### src/rtl/mem_wb_pipe_if.sv
// mem_wb_pipe_if: MEM/WB stage bus bundle.
//   master modport : MEM-side driver / WB-side consumer (flush, input entry, out_ready,
//                    observes the head entry and handshake outputs)
//   slave modport  : the mem_wb_pipe stage itself
//   Signals: flush, in_valid/in_ready, control_wb_in, read_data_in, alu_result_in,
//            write_reg_in, out_valid/out_ready, regwrite, memtoreg, ctrl_out, read_data,
//            mem_alu_result, mem_write_reg, wb_data, occupancy.
//   Optional (MEM_WB_FWD_EN): fwd_rs1/fwd_rs2 in, fwd_hit_rs1/fwd_hit_rs2 out.
interface mem_wb_pipe_if #(
  parameter int DATA_W = 32,
  parameter int REG_AW = 5,
  parameter int CTRL_W = 2
);
  logic              flush;
  logic              in_valid;
  logic              in_ready;
  logic [CTRL_W-1:0] control_wb_in;
  logic [DATA_W-1:0] read_data_in;
  logic [DATA_W-1:0] alu_result_in;
  logic [REG_AW-1:0] write_reg_in;
  logic              out_valid;
  logic              out_ready;
  logic              regwrite;
  logic              memtoreg;
  logic [CTRL_W-1:0] ctrl_out;
  logic [DATA_W-1:0] read_data;
  logic [DATA_W-1:0] mem_alu_result;
  logic [REG_AW-1:0] mem_write_reg;
  logic [DATA_W-1:0] wb_data;
  logic [1:0]        occupancy;
`ifdef MEM_WB_FWD_EN
  logic [REG_AW-1:0] fwd_rs1;
  logic [REG_AW-1:0] fwd_rs2;
  logic              fwd_hit_rs1;
  logic              fwd_hit_rs2;

  modport master (
    output flush, in_valid, control_wb_in, read_data_in, alu_result_in, write_reg_in,
           out_ready, fwd_rs1, fwd_rs2,
    input  in_ready, out_valid, regwrite, memtoreg, ctrl_out, read_data, mem_alu_result,
           mem_write_reg, wb_data, occupancy, fwd_hit_rs1, fwd_hit_rs2
  );
  modport slave (
    input  flush, in_valid, control_wb_in, read_data_in, alu_result_in, write_reg_in,
           out_ready, fwd_rs1, fwd_rs2,
    output in_ready, out_valid, regwrite, memtoreg, ctrl_out, read_data, mem_alu_result,
           mem_write_reg, wb_data, occupancy, fwd_hit_rs1, fwd_hit_rs2
  );
`else
  modport master (
    output flush, in_valid, control_wb_in, read_data_in, alu_result_in, write_reg_in,
           out_ready,
    input  in_ready, out_valid, regwrite, memtoreg, ctrl_out, read_data, mem_alu_result,
           mem_write_reg, wb_data, occupancy
  );
  modport slave (
    input  flush, in_valid, control_wb_in, read_data_in, alu_result_in, write_reg_in,
           out_ready,
    output in_ready, out_valid, regwrite, memtoreg, ctrl_out, read_data, mem_alu_result,
           mem_write_reg, wb_data, occupancy
  );
`endif
endinterface

### src/rtl/mem_wb_pipe.sv
// mem_wb_pipe: MEM/WB pipeline register with valid/ready handshake and a 2-entry
// (head + skid) buffer. The head entry drives the WB stage and register file.
//   clk   : core clock, rising edge
//   reset : asynchronous active-high reset
//   bus   : mem_wb_pipe_if.slave (flush, input entry, handshake, head outputs, occupancy)
// Optional feature macro MEM_WB_FWD_EN: forwarding compare of the head destination
// against fwd_rs1/fwd_rs2 (wb_data is the forwarding value).
module mem_wb_pipe #(
  parameter int DATA_W = 32,
  parameter int REG_AW = 5,
  parameter int CTRL_W = 2
) (
  input  logic          clk,
  input  logic          reset,
  mem_wb_pipe_if.slave  bus
);

  logic              head_valid_q, head_valid_d;
  logic [CTRL_W-1:0] head_ctrl_q,  head_ctrl_d;
  logic [DATA_W-1:0] head_rd_q,    head_rd_d;
  logic [DATA_W-1:0] head_alu_q,   head_alu_d;
  logic [REG_AW-1:0] head_wr_q,    head_wr_d;

  logic              skid_valid_q, skid_valid_d;
  logic [CTRL_W-1:0] skid_ctrl_q,  skid_ctrl_d;
  logic [DATA_W-1:0] skid_rd_q,    skid_rd_d;
  logic [DATA_W-1:0] skid_alu_q,   skid_alu_d;
  logic [REG_AW-1:0] skid_wr_q,    skid_wr_d;

  logic accept;
  logic release_head;

  // in_ready depends only on registered state, so out_ready never reaches it.
  assign accept       = bus.in_valid & ~skid_valid_q;
  assign release_head = head_valid_q & bus.out_ready;

  always_comb begin
    head_valid_d = head_valid_q;
    head_ctrl_d  = head_ctrl_q;
    head_rd_d    = head_rd_q;
    head_alu_d   = head_alu_q;
    head_wr_d    = head_wr_q;
    skid_valid_d = skid_valid_q;
    skid_ctrl_d  = skid_ctrl_q;
    skid_rd_d    = skid_rd_q;
    skid_alu_d   = skid_alu_q;
    skid_wr_d    = skid_wr_q;

    if (bus.flush) begin
      head_valid_d = 1'b0;
      skid_valid_d = 1'b0;
    end else if (!head_valid_q) begin
      // Skid is never occupied while the head is empty.
      if (accept) begin
        head_valid_d = 1'b1;
        head_ctrl_d  = bus.control_wb_in;
        head_rd_d    = bus.read_data_in;
        head_alu_d   = bus.alu_result_in;
        head_wr_d    = bus.write_reg_in;
      end
    end else if (release_head) begin
      if (skid_valid_q) begin
        head_ctrl_d  = skid_ctrl_q;
        head_rd_d    = skid_rd_q;
        head_alu_d   = skid_alu_q;
        head_wr_d    = skid_wr_q;
        skid_valid_d = 1'b0;
      end else if (accept) begin
        head_ctrl_d  = bus.control_wb_in;
        head_rd_d    = bus.read_data_in;
        head_alu_d   = bus.alu_result_in;
        head_wr_d    = bus.write_reg_in;
      end else begin
        head_valid_d = 1'b0;
      end
    end else if (accept) begin
      skid_valid_d = 1'b1;
      skid_ctrl_d  = bus.control_wb_in;
      skid_rd_d    = bus.read_data_in;
      skid_alu_d   = bus.alu_result_in;
      skid_wr_d    = bus.write_reg_in;
    end
  end

  always_ff @(posedge clk or posedge reset) begin
    if (reset) begin
      head_valid_q <= 1'b0;
      head_ctrl_q  <= '0;
      head_rd_q    <= '0;
      head_alu_q   <= '0;
      head_wr_q    <= '0;
      skid_valid_q <= 1'b0;
      skid_ctrl_q  <= '0;
      skid_rd_q    <= '0;
      skid_alu_q   <= '0;
      skid_wr_q    <= '0;
    end else begin
      head_valid_q <= head_valid_d;
      head_ctrl_q  <= head_ctrl_d;
      head_rd_q    <= head_rd_d;
      head_alu_q   <= head_alu_d;
      head_wr_q    <= head_wr_d;
      skid_valid_q <= skid_valid_d;
      skid_ctrl_q  <= skid_ctrl_d;
      skid_rd_q    <= skid_rd_d;
      skid_alu_q   <= skid_alu_d;
      skid_wr_q    <= skid_wr_d;
    end
  end

  assign bus.in_ready       = ~skid_valid_q;
  assign bus.out_valid      = head_valid_q;
  assign bus.ctrl_out       = head_ctrl_q;
  assign bus.read_data      = head_rd_q;
  assign bus.mem_alu_result = head_alu_q;
  assign bus.mem_write_reg  = head_wr_q;
  // x0 is hardwired zero; never issue a write to it.
  assign bus.regwrite       = head_valid_q & head_ctrl_q[1] & (head_wr_q != '0);
  assign bus.memtoreg       = head_ctrl_q[0];
  assign bus.wb_data        = head_ctrl_q[0] ? head_rd_q : head_alu_q;
  assign bus.occupancy      = {1'b0, head_valid_q} + {1'b0, skid_valid_q};

`ifdef MEM_WB_FWD_EN
  assign bus.fwd_hit_rs1 = bus.regwrite & (head_wr_q == bus.fwd_rs1);
  assign bus.fwd_hit_rs2 = bus.regwrite & (head_wr_q == bus.fwd_rs2);
`endif

endmodule

### src/flat_wrapper.sv
// flat-port wrapper written by rule: the top's interface ports become plain ports
module mem_wb_pipe_flat 
#(
  parameter int DATA_W = 32,
  parameter int REG_AW = 5,
  parameter int CTRL_W = 2
)
  (clk, reset, bus_flush, bus_in_valid, bus_control_wb_in, bus_read_data_in, bus_alu_result_in, bus_write_reg_in, bus_out_ready, bus_in_ready, bus_out_valid, bus_regwrite, bus_memtoreg, bus_ctrl_out, bus_read_data, bus_mem_alu_result, bus_mem_write_reg, bus_wb_data, bus_occupancy);
  mem_wb_pipe_if #(.DATA_W(DATA_W), .REG_AW(REG_AW), .CTRL_W(CTRL_W)) bus_i ();
  input  logic clk;
  input  logic reset;
  input wire logic [$bits(bus_i.flush)-1:0] bus_flush;
  input wire logic [$bits(bus_i.in_valid)-1:0] bus_in_valid;
  input wire logic [$bits(bus_i.control_wb_in)-1:0] bus_control_wb_in;
  input wire logic [$bits(bus_i.read_data_in)-1:0] bus_read_data_in;
  input wire logic [$bits(bus_i.alu_result_in)-1:0] bus_alu_result_in;
  input wire logic [$bits(bus_i.write_reg_in)-1:0] bus_write_reg_in;
  input wire logic [$bits(bus_i.out_ready)-1:0] bus_out_ready;
  output wire logic [$bits(bus_i.in_ready)-1:0] bus_in_ready;
  output wire logic [$bits(bus_i.out_valid)-1:0] bus_out_valid;
  output wire logic [$bits(bus_i.regwrite)-1:0] bus_regwrite;
  output wire logic [$bits(bus_i.memtoreg)-1:0] bus_memtoreg;
  output wire logic [$bits(bus_i.ctrl_out)-1:0] bus_ctrl_out;
  output wire logic [$bits(bus_i.read_data)-1:0] bus_read_data;
  output wire logic [$bits(bus_i.mem_alu_result)-1:0] bus_mem_alu_result;
  output wire logic [$bits(bus_i.mem_write_reg)-1:0] bus_mem_write_reg;
  output wire logic [$bits(bus_i.wb_data)-1:0] bus_wb_data;
  output wire logic [$bits(bus_i.occupancy)-1:0] bus_occupancy;
  assign bus_i.flush = bus_flush;
  assign bus_i.in_valid = bus_in_valid;
  assign bus_i.control_wb_in = bus_control_wb_in;
  assign bus_i.read_data_in = bus_read_data_in;
  assign bus_i.alu_result_in = bus_alu_result_in;
  assign bus_i.write_reg_in = bus_write_reg_in;
  assign bus_i.out_ready = bus_out_ready;
  assign bus_in_ready = bus_i.in_ready;
  assign bus_out_valid = bus_i.out_valid;
  assign bus_regwrite = bus_i.regwrite;
  assign bus_memtoreg = bus_i.memtoreg;
  assign bus_ctrl_out = bus_i.ctrl_out;
  assign bus_read_data = bus_i.read_data;
  assign bus_mem_alu_result = bus_i.mem_alu_result;
  assign bus_mem_write_reg = bus_i.mem_write_reg;
  assign bus_wb_data = bus_i.wb_data;
  assign bus_occupancy = bus_i.occupancy;
  mem_wb_pipe #(.DATA_W(DATA_W), .REG_AW(REG_AW), .CTRL_W(CTRL_W)) u_core (.clk(clk), .reset(reset), .bus(bus_i));
endmodule
### config.mk
export PLATFORM = sky130hd
export DESIGN_NAME = mem_wb_pipe_flat
export DESIGN_NICKNAME = d
export VERILOG_FILES = /design/src/rtl/mem_wb_pipe_if.sv /design/src/rtl/mem_wb_pipe.sv /design/src/flat_wrapper.sv
export SDC_FILE = /design/constraint.sdc
export NUM_CORES = 1
export LEC_CHECK = 0
export BUFFER_PORTS_ARGS = -buffer_cell sky130_fd_sc_hd__buf_2
export CORE_MARGIN = 1
export CORE_UTILIZATION = 35
export CTS_CLUSTER_DIAMETER = 80
export CTS_CLUSTER_SIZE = 16
export DETAILED_ROUTE_END_ITERATION = 10
export GPL_TIMING_DRIVEN = 0
export HOLD_SLACK_MARGIN = 0.03
export PLACE_DENSITY = 0.62
export SLEW_MARGIN = 10
export SYNTH_ARGS = -nofsm -noshare
export SYNTH_HDL_FRONTEND = slang
export SYNTH_SLANG_ARGS = --single-unit
### constraint.sdc
create_clock -name clk -period 6.4 [get_ports clk]
set_input_delay 0.64 -clock clk [delete_from_list [all_inputs] [get_ports clk]]
set_output_delay 0.64 -clock clk [all_outputs]
set_load 0.01 [all_outputs]
==> flow_metrics.env, run 1 <==
export IMPL_status="complete, no violations"
export IMPL_drt_wirelength_per_cell_um=20.6
export IMPL_skew_ps=6.98
export IMPL_fin_setup_tns_ps=0
export IMPL_pwr_share_seq=0.410
export IMPL_ctsHoldBuffers=0
export IMPL_use_met3=0.0489
export IMPL_root_buffer="clkbuf_16"
export IMPL_cts_buffer_depth=2
export IMPL_antenna_cells=0
export IMPL_clkPwrFrac=0.350
export IMPL_path_common_cell="clkbuf_1"
export IMPL_synth_xor_area_frac=0
export IMPL_drtPass1Iterations=4
export IMPL_synth_top_family_by_area="compound AO/OA/AOI/OAI gates"
export IMPL_hold_class="input port to async pin"
export IMPL_cts_buffers=17
export IMPL_synthCells=447
export IMPL_irDropWorstVdd_v=0.000194
export IMPL_synth_compound_area_frac=0.237
export IMPL_postLayoutCoreUtil=0.466
export IMPL_cts_tree="yes"
export IMPL_grt_max_degree=107
export IMPL_top_usage_layer="met2"
export IMPL_vias=4764
export IMPL_ys_seq_area_frac=0.544
export IMPL_first_global_vias=5124
export IMPL_core_area_mm2=0.0183
export IMPL_cp_required_ps=5760
export IMPL_path_cells="clkbuf_1 -> clkbuf_1 -> mux2_2 -> buf_2"
export IMPL_relSlewSlack=0.478
export IMPL_synth_cell_types=22
export IMPL_syn_cell_area_mm2=0.00662
export IMPL_ctsHtreeMaxLevel=4
export IMPL_placementRows=49
export IMPL_die_w_um=140
export IMPL_start_kind="flip-flop"
export IMPL_yosys_area_share_simple=0.00397
export IMPL_cp_top_family="buffers and inverters"
export IMPL_rsz0062_at_grt="no"
export IMPL_drc=0
export IMPL_clkSinkCount=144
export IMPL_grt_pass1_wl_um=29500
export IMPL_netSwitchingPower_uw=870
export IMPL_antenna_found_initial=1
export IMPL_ys_seq_elements=144
export IMPL_worstSetupEndpointType="primary output"
export IMPL_drt_wl_total_um=18400
export IMPL_grt_overflow_total=0
export IMPL_final_hold_viol_count=0
export IMPL_p_comb_frac=0.240
export IMPL_synth_mux_area_frac=0.175
export IMPL_swShare=0.277
export IMPL_yosys_warnings=0
export IMPL_p_int_uw=2270
export IMPL_gr_usage_met1=0.264
export IMPL_ioPinCount=185
export IMPL_path_buf_inv=3
export IMPL_die_y_um=140
export IMPL_post_cts_buffers=0
export IMPL_grtUsageTotal=0.200
export IMPL_hpwl_um=13000
export IMPL_cts_resized=0
export IMPL_period_share=0.470
export IMPL_drive_gt1_frac=0.623
export IMPL_tightestPinTransition_ps=784
export IMPL_finalSetupViolations=0
export IMPL_drtAntennaViolNets=0
export IMPL_portBuffers=184
export IMPL_cp_slowest_cell="clkbuf_1"
export IMPL_clkSlewWorstSetupHoldPaths_ps=60
export IMPL_fin_nets=728
export IMPL_crit_arrival_ps=2370
export IMPL_drt_iter0_markers=159
export IMPL_gp_congestion=0.769
export IMPL_p_per_area_mw_per_mm2=368
export IMPL_synthesis_nets=524
export IMPL_drv_cap=0
export IMPL_clock_latency_ps=420
export IMPL_synth_avg_cell_area_um2=14.8
export IMPL_critPathKind="flip-flop to primary output"
export IMPL_crit_fanout=10
export IMPL_leakagePower_uw=0.00372
export IMPL_via_per_inst=5.33
export IMPL_crit_path_max_incr_delay_ps=650
export IMPL_fp_dieArea_mm2=0.0195
export IMPL_grtUsageMet2=0.321
export IMPL_maxSlewViolCount=0
export IMPL_max_freq_mhz=333
export IMPL_min_period_ps=3010
export IMPL_initial_utilization=0.362
export IMPL_area_delta_synth_final_pct=28.7
export IMPL_synth_adder_area_share=0.00189
[path summary, 6_finish.rpt]
| check | from | end | slack, ps | depth (start not counted) |
|---|---|---|---|---|
| max | u_core.bus.ctrl_out[0] | bus_wb_data[16] | 3390 | 4 |
| min | reset | u_core.skid_rd_q[8] | 190 | 2 |
| max reg2reg | u_core.bus.out_valid | u_core.bus.read_data[3] | 4300 | 5 |
| min reg2reg | u_core.skid_rd_q[20] | u_core.skid_rd_q[20] | 510 | 1 |
| max in group asynchronous | reset | u_core.bus.read_data[26] | 5390 | 3 |
| min in group clk | bus_out_ready | u_core.skid_valid_q | 440 | 2 |
[power by group through the flow]
stage | Sequential (uW) | Clock (uW) | Combinational [uW]
6_report | 1290 | 1100 | 751
5_1_grt | 1310 | 1160 | 811
3_3_place_gp | 1280 | 0 | 738
3_5_place_dp | 1300 | 0 | 759
4_1_cts | 1280 | 1120 | 762
2_1_floorplan | 1300 | 0 | 461
[logic make-up (layout without fill, tap and decap cells)]
kind of cell | Yosys count | in the layout
compound gates | 149 | 149
flops | 144 | 144
mux | 103 | 103
buf+inv | 45 | 262
simple gates | 5 | 5
fa+ha+maj | 1 | 1
[metal layers]
metal	part of all wire	up-vias
met2	0.47	161
met5	0	-
met4	0.015	0
met1	0.45	2427
met3	0.062	21
li1	-	2155
[cell usage in the layout, fill, tap and decap left out, types with 2 or more instances in the layout]
cell type and count:
a21oi_1 3, a2bb2oi_2 70, buf_2 198, buf_4 3
buf_6 7, bufinv_16 5, clkbuf_1 19, clkbuf_16 17
clkbuf_8 3, clkinv_2 3, dfrtp_1 144, inv_1 2
mux2_2 103, o22ai_1 71
[area by class of cell]
| cell class | count | area (um2) |
|---|---|---|
| clock buffer | 22 | 474 |
| tap | 229 | 287 |
| multi-input combinational | 258 | 2770 |
| clock inverter | 10 | 181 |
| sequential | 144 | 3600 |
| buffer | 42 | 239 |
| inverter | 3 | 18.8 |
| fill | 1654 | 9750 |
| timing repair buffer | 185 | 948 |
[Yosys cell counts]
cell / number / area [um2]
buf_2: 14 / 70.1
a2bb2oi_1: 1 / 8.76
inv_1: 3 / 11.3
nor3_1: 1 / 5.00
clkbuf_1: 17 / 63.8
buf_1: 1 / 3.75
a211oi_1: 1 / 7.51
o21ai_0: 1 / 5.00
buf_4: 3 / 22.5
nand2_1: 1 / 3.75
a21oi_1: 3 / 15.0
o311a_1: 1 / 10.0
dfrtp_1: 144 / 3600
or3_1: 1 / 6.26
nand2b_1: 1 / 6.26
o22ai_1: 71 / 444
ha_1: 1 / 12.5
a221oi_4: 1 / 26.3
buf_6: 7 / 78.8
mux2_2: 103 / 1160
nand3_1: 1 / 5.00
a2bb2oi_2: 70 / 1050
[worst register-to-register path, delay by kind of cell, from the launching register on]
| kind | cells | cell delay (ps) |
|---|---|---|
| simple gates | 1 | 310 |
| compound gates | 2 | 880 |
| buf+inv | 2 | 470 |
| flops | 1 | 380 |
[metrics by stage]
| stage | hold WS [ps] | cells | setup slack [ps] | power [uW] | area [um2] |
|---|---|---|---|---|---|
| after floorplan | 480 | 447 | 1890 | 1760 | 6620 |
| after global placement | 487 | 860 | 311 | 2020 | 7830 |
| after detailed placement | 493 | 861 | 3820 | 2060 | 7860 |
| after CTS | 183 | 893 | 3340 | 3170 | 8520 |
| after global routing | 197 | 893 | 3270 | 3290 | 8520 |
| final | 190 | 893 | 3390 | 3140 | 8520 |
Note: power is estimated with default switching activity, not from simulation.
==> inputs of run 2 (changes only) <==
--- a/config.mk
+++ b/config.mk
@@ -13,7 +13,7 @@
 export DETAILED_ROUTE_END_ITERATION = 10
 export GPL_TIMING_DRIVEN = 0
 export HOLD_SLACK_MARGIN = 0.03
-export PLACE_DENSITY = 0.62
+export PLACE_DENSITY = 0.64
 export SLEW_MARGIN = 10
 export SYNTH_ARGS = -nofsm -noshare
 export SYNTH_HDL_FRONTEND = slang
==> constraint.sdc (replaced) <==
create_clock -name clk -period 2.6 [get_ports clk]
set_input_delay 0.26 -clock clk [delete_from_list [all_inputs] [get_ports clk]]
set_output_delay 0.26 -clock clk [all_outputs]
set_load 0.01 [all_outputs]
==> flow_metrics.env, run 2 (synthesized netlist as in run 1, its figures left out) <==
export IMPL_status="finished with violations"
export IMPL_violations="design-rule violations"
export IMPL_ioPinCount=185
export IMPL_initial_utilization=0.362
export IMPL_ctsHtreeMaxLevel=4
export IMPL_cts_buffers=17
export IMPL_drv_cap=0
export IMPL_die_y_um=140
export IMPL_tightestPinTransition_ps=765
export IMPL_layout_commonest_cell="buf_2"
export IMPL_worstSetupEndpointType="primary output"
export IMPL_grtUsageTotal=0.202
export IMPL_maxSlewViolCount=0
export IMPL_via_per_inst=5.39
export IMPL_drt_iter0_markers=166
export IMPL_drt_wirelength_per_cell_um=20.9
export IMPL_rsz0062_at_grt="no"
export IMPL_irDropWorstVdd_v=0.000484
export IMPL_post_cts_buffers=0
export IMPL_min_period_ps=2360
export IMPL_grt_max_degree=41
export IMPL_final_hold_viol_count=0
export IMPL_clkSlewWorstSetupHoldPaths_ps=60
export IMPL_drive_gt1_frac=0.627
export IMPL_portBuffers=184
export IMPL_cts_buffer_depth=2
export IMPL_fp_dieArea_mm2=0.0195
export IMPL_fin_ws_ps=239
export IMPL_fin_area_mm2=0.00843
export IMPL_p_per_area_mw_per_mm2=853
export IMPL_placementRows=49
export IMPL_fin_nets=732
export IMPL_grt_overflow_total=0
export IMPL_crit_fanout=10
export IMPL_grt_pass1_wl_um=29600
export IMPL_antenna_cells=0
export IMPL_skew_ps=4.90
export IMPL_vias=4792
export IMPL_nFillCells=1659
export IMPL_antenna_found_initial=1
export IMPL_clock_latency_ps=420
export IMPL_area_delta_synth_final_pct=27.3
export IMPL_start_kind="flip-flop"
export IMPL_drt_wl_total_um=18600
export IMPL_first_global_vias=5124
export IMPL_clkSinkCount=144
export IMPL_hpwl_um=13300
export IMPL_hold_class="input port to flip-flop"
export IMPL_total_power_uw=7190
export IMPL_drc=1
export IMPL_max_freq_mhz=424
export IMPL_fin_setup_tns_ps=0
export IMPL_pre_cts_slack_ps=364
export IMPL_root_buffer="clkbuf_16"
export IMPL_relSlewSlack=0.490
export IMPL_drtAntennaViolNets=0
export IMPL_drtPass1Iterations=7
export IMPL_die_w_um=140
export IMPL_core_area_mm2=0.0183
export IMPL_gp_congestion=0.773
export IMPL_critPathKind="flip-flop to primary output"
export IMPL_layout_common_cells="198 x buf_2, 144 x dfrtp_1, 103 x mux2_2"
export IMPL_cp_required_ps=2340
export IMPL_cts_tree="yes"
export IMPL_placedInstanceArea_mm2=0.00791
export IMPL_leakagePower_uw=0.00369
export IMPL_crit_arrival_ps=2100
export IMPL_finalSetupViolations=0
export IMPL_period_share=0.908
-- run 2: layer usage --
layer | vias up | GRT usage | routed length, um
li1 | 2153 | - | -
met1 | 2450 | 0.266 | 8390
met2 | 159 | 0.328 | 8930
met3 | 28 | 0.0482 | 996
met4 | 2 | 0.0671 | 262
met5 | - | 0 | 10
-- run 2: per-stage QoR --
step	cells	hold WS, ps	util
floorplan	447	323	-
global placement	860	473	0.429
detailed placement	864	297	0.433
CTS	889	52.1	0.461
global route	889	53.0	0.461
finish	889	71.7	0.461
-- run 2: path summary, 6_finish.rpt --
path / start / end / slack (ps) / cells past startpoint
hold reg to reg: u_core.skid_alu_q[5] / u_core.skid_alu_q[5] / 500 / 1
setup / recovery: u_core.bus.ctrl_out[0] / bus_wb_data[22] / 240 / 4
hold / removal: bus_out_ready / u_core.skid_valid_q / 70 / 2
setup reg to reg: u_core.bus.out_valid / u_core.bus.read_data[4] / 530 / 5
max in group asynchronous: reset / u_core.skid_rd_q[2] / 1410 / 5
min in group asynchronous: reset / u_core.bus.read_data[20] / 410 / 3
-- run 2: power breakdown --
group	switching, uW	internal [uW]	total (uW)
Sequential	395	2770	3170
Combinational	822	1040	1860
Clock	865	1300	2160
Total	2080	5110	7190
-- run 2: timing repair --
action                                 CTS  global route
setup endpoints to repair               29             0
resized for setup                        3             0
endpoints found under the hold margin   16             0
hold buffers                             1             0
-- run 2: critical path, cell delays in order, from the launching register on --
cell and delay (ps):
dfrtp_1 400, clkbuf_1 330, clkbuf_2 410, mux2_2 390, buf_2 140
-- run 2: area by class of cell --
| cell class | instances | area [um2] | share of cell area |
|---|---|---|---|
| Sequential cell | 144 | 3600 | 0.427 |
| Multi-Input combinational cell | 258 | 2770 | 0.328 |
| Timing Repair Buffer | 189 | 1010 | 0.120 |
| Clock buffer | 22 | 494 | 0.0586 |
| Tap cell | 229 | 287 | 0.0340 |
| Buffer | 42 | 243 | 0.0288 |
| Inverter | 3 | 15.0 | 0.00178 |
| Clock inverter | 2 | 10.0 | 0.00119 |
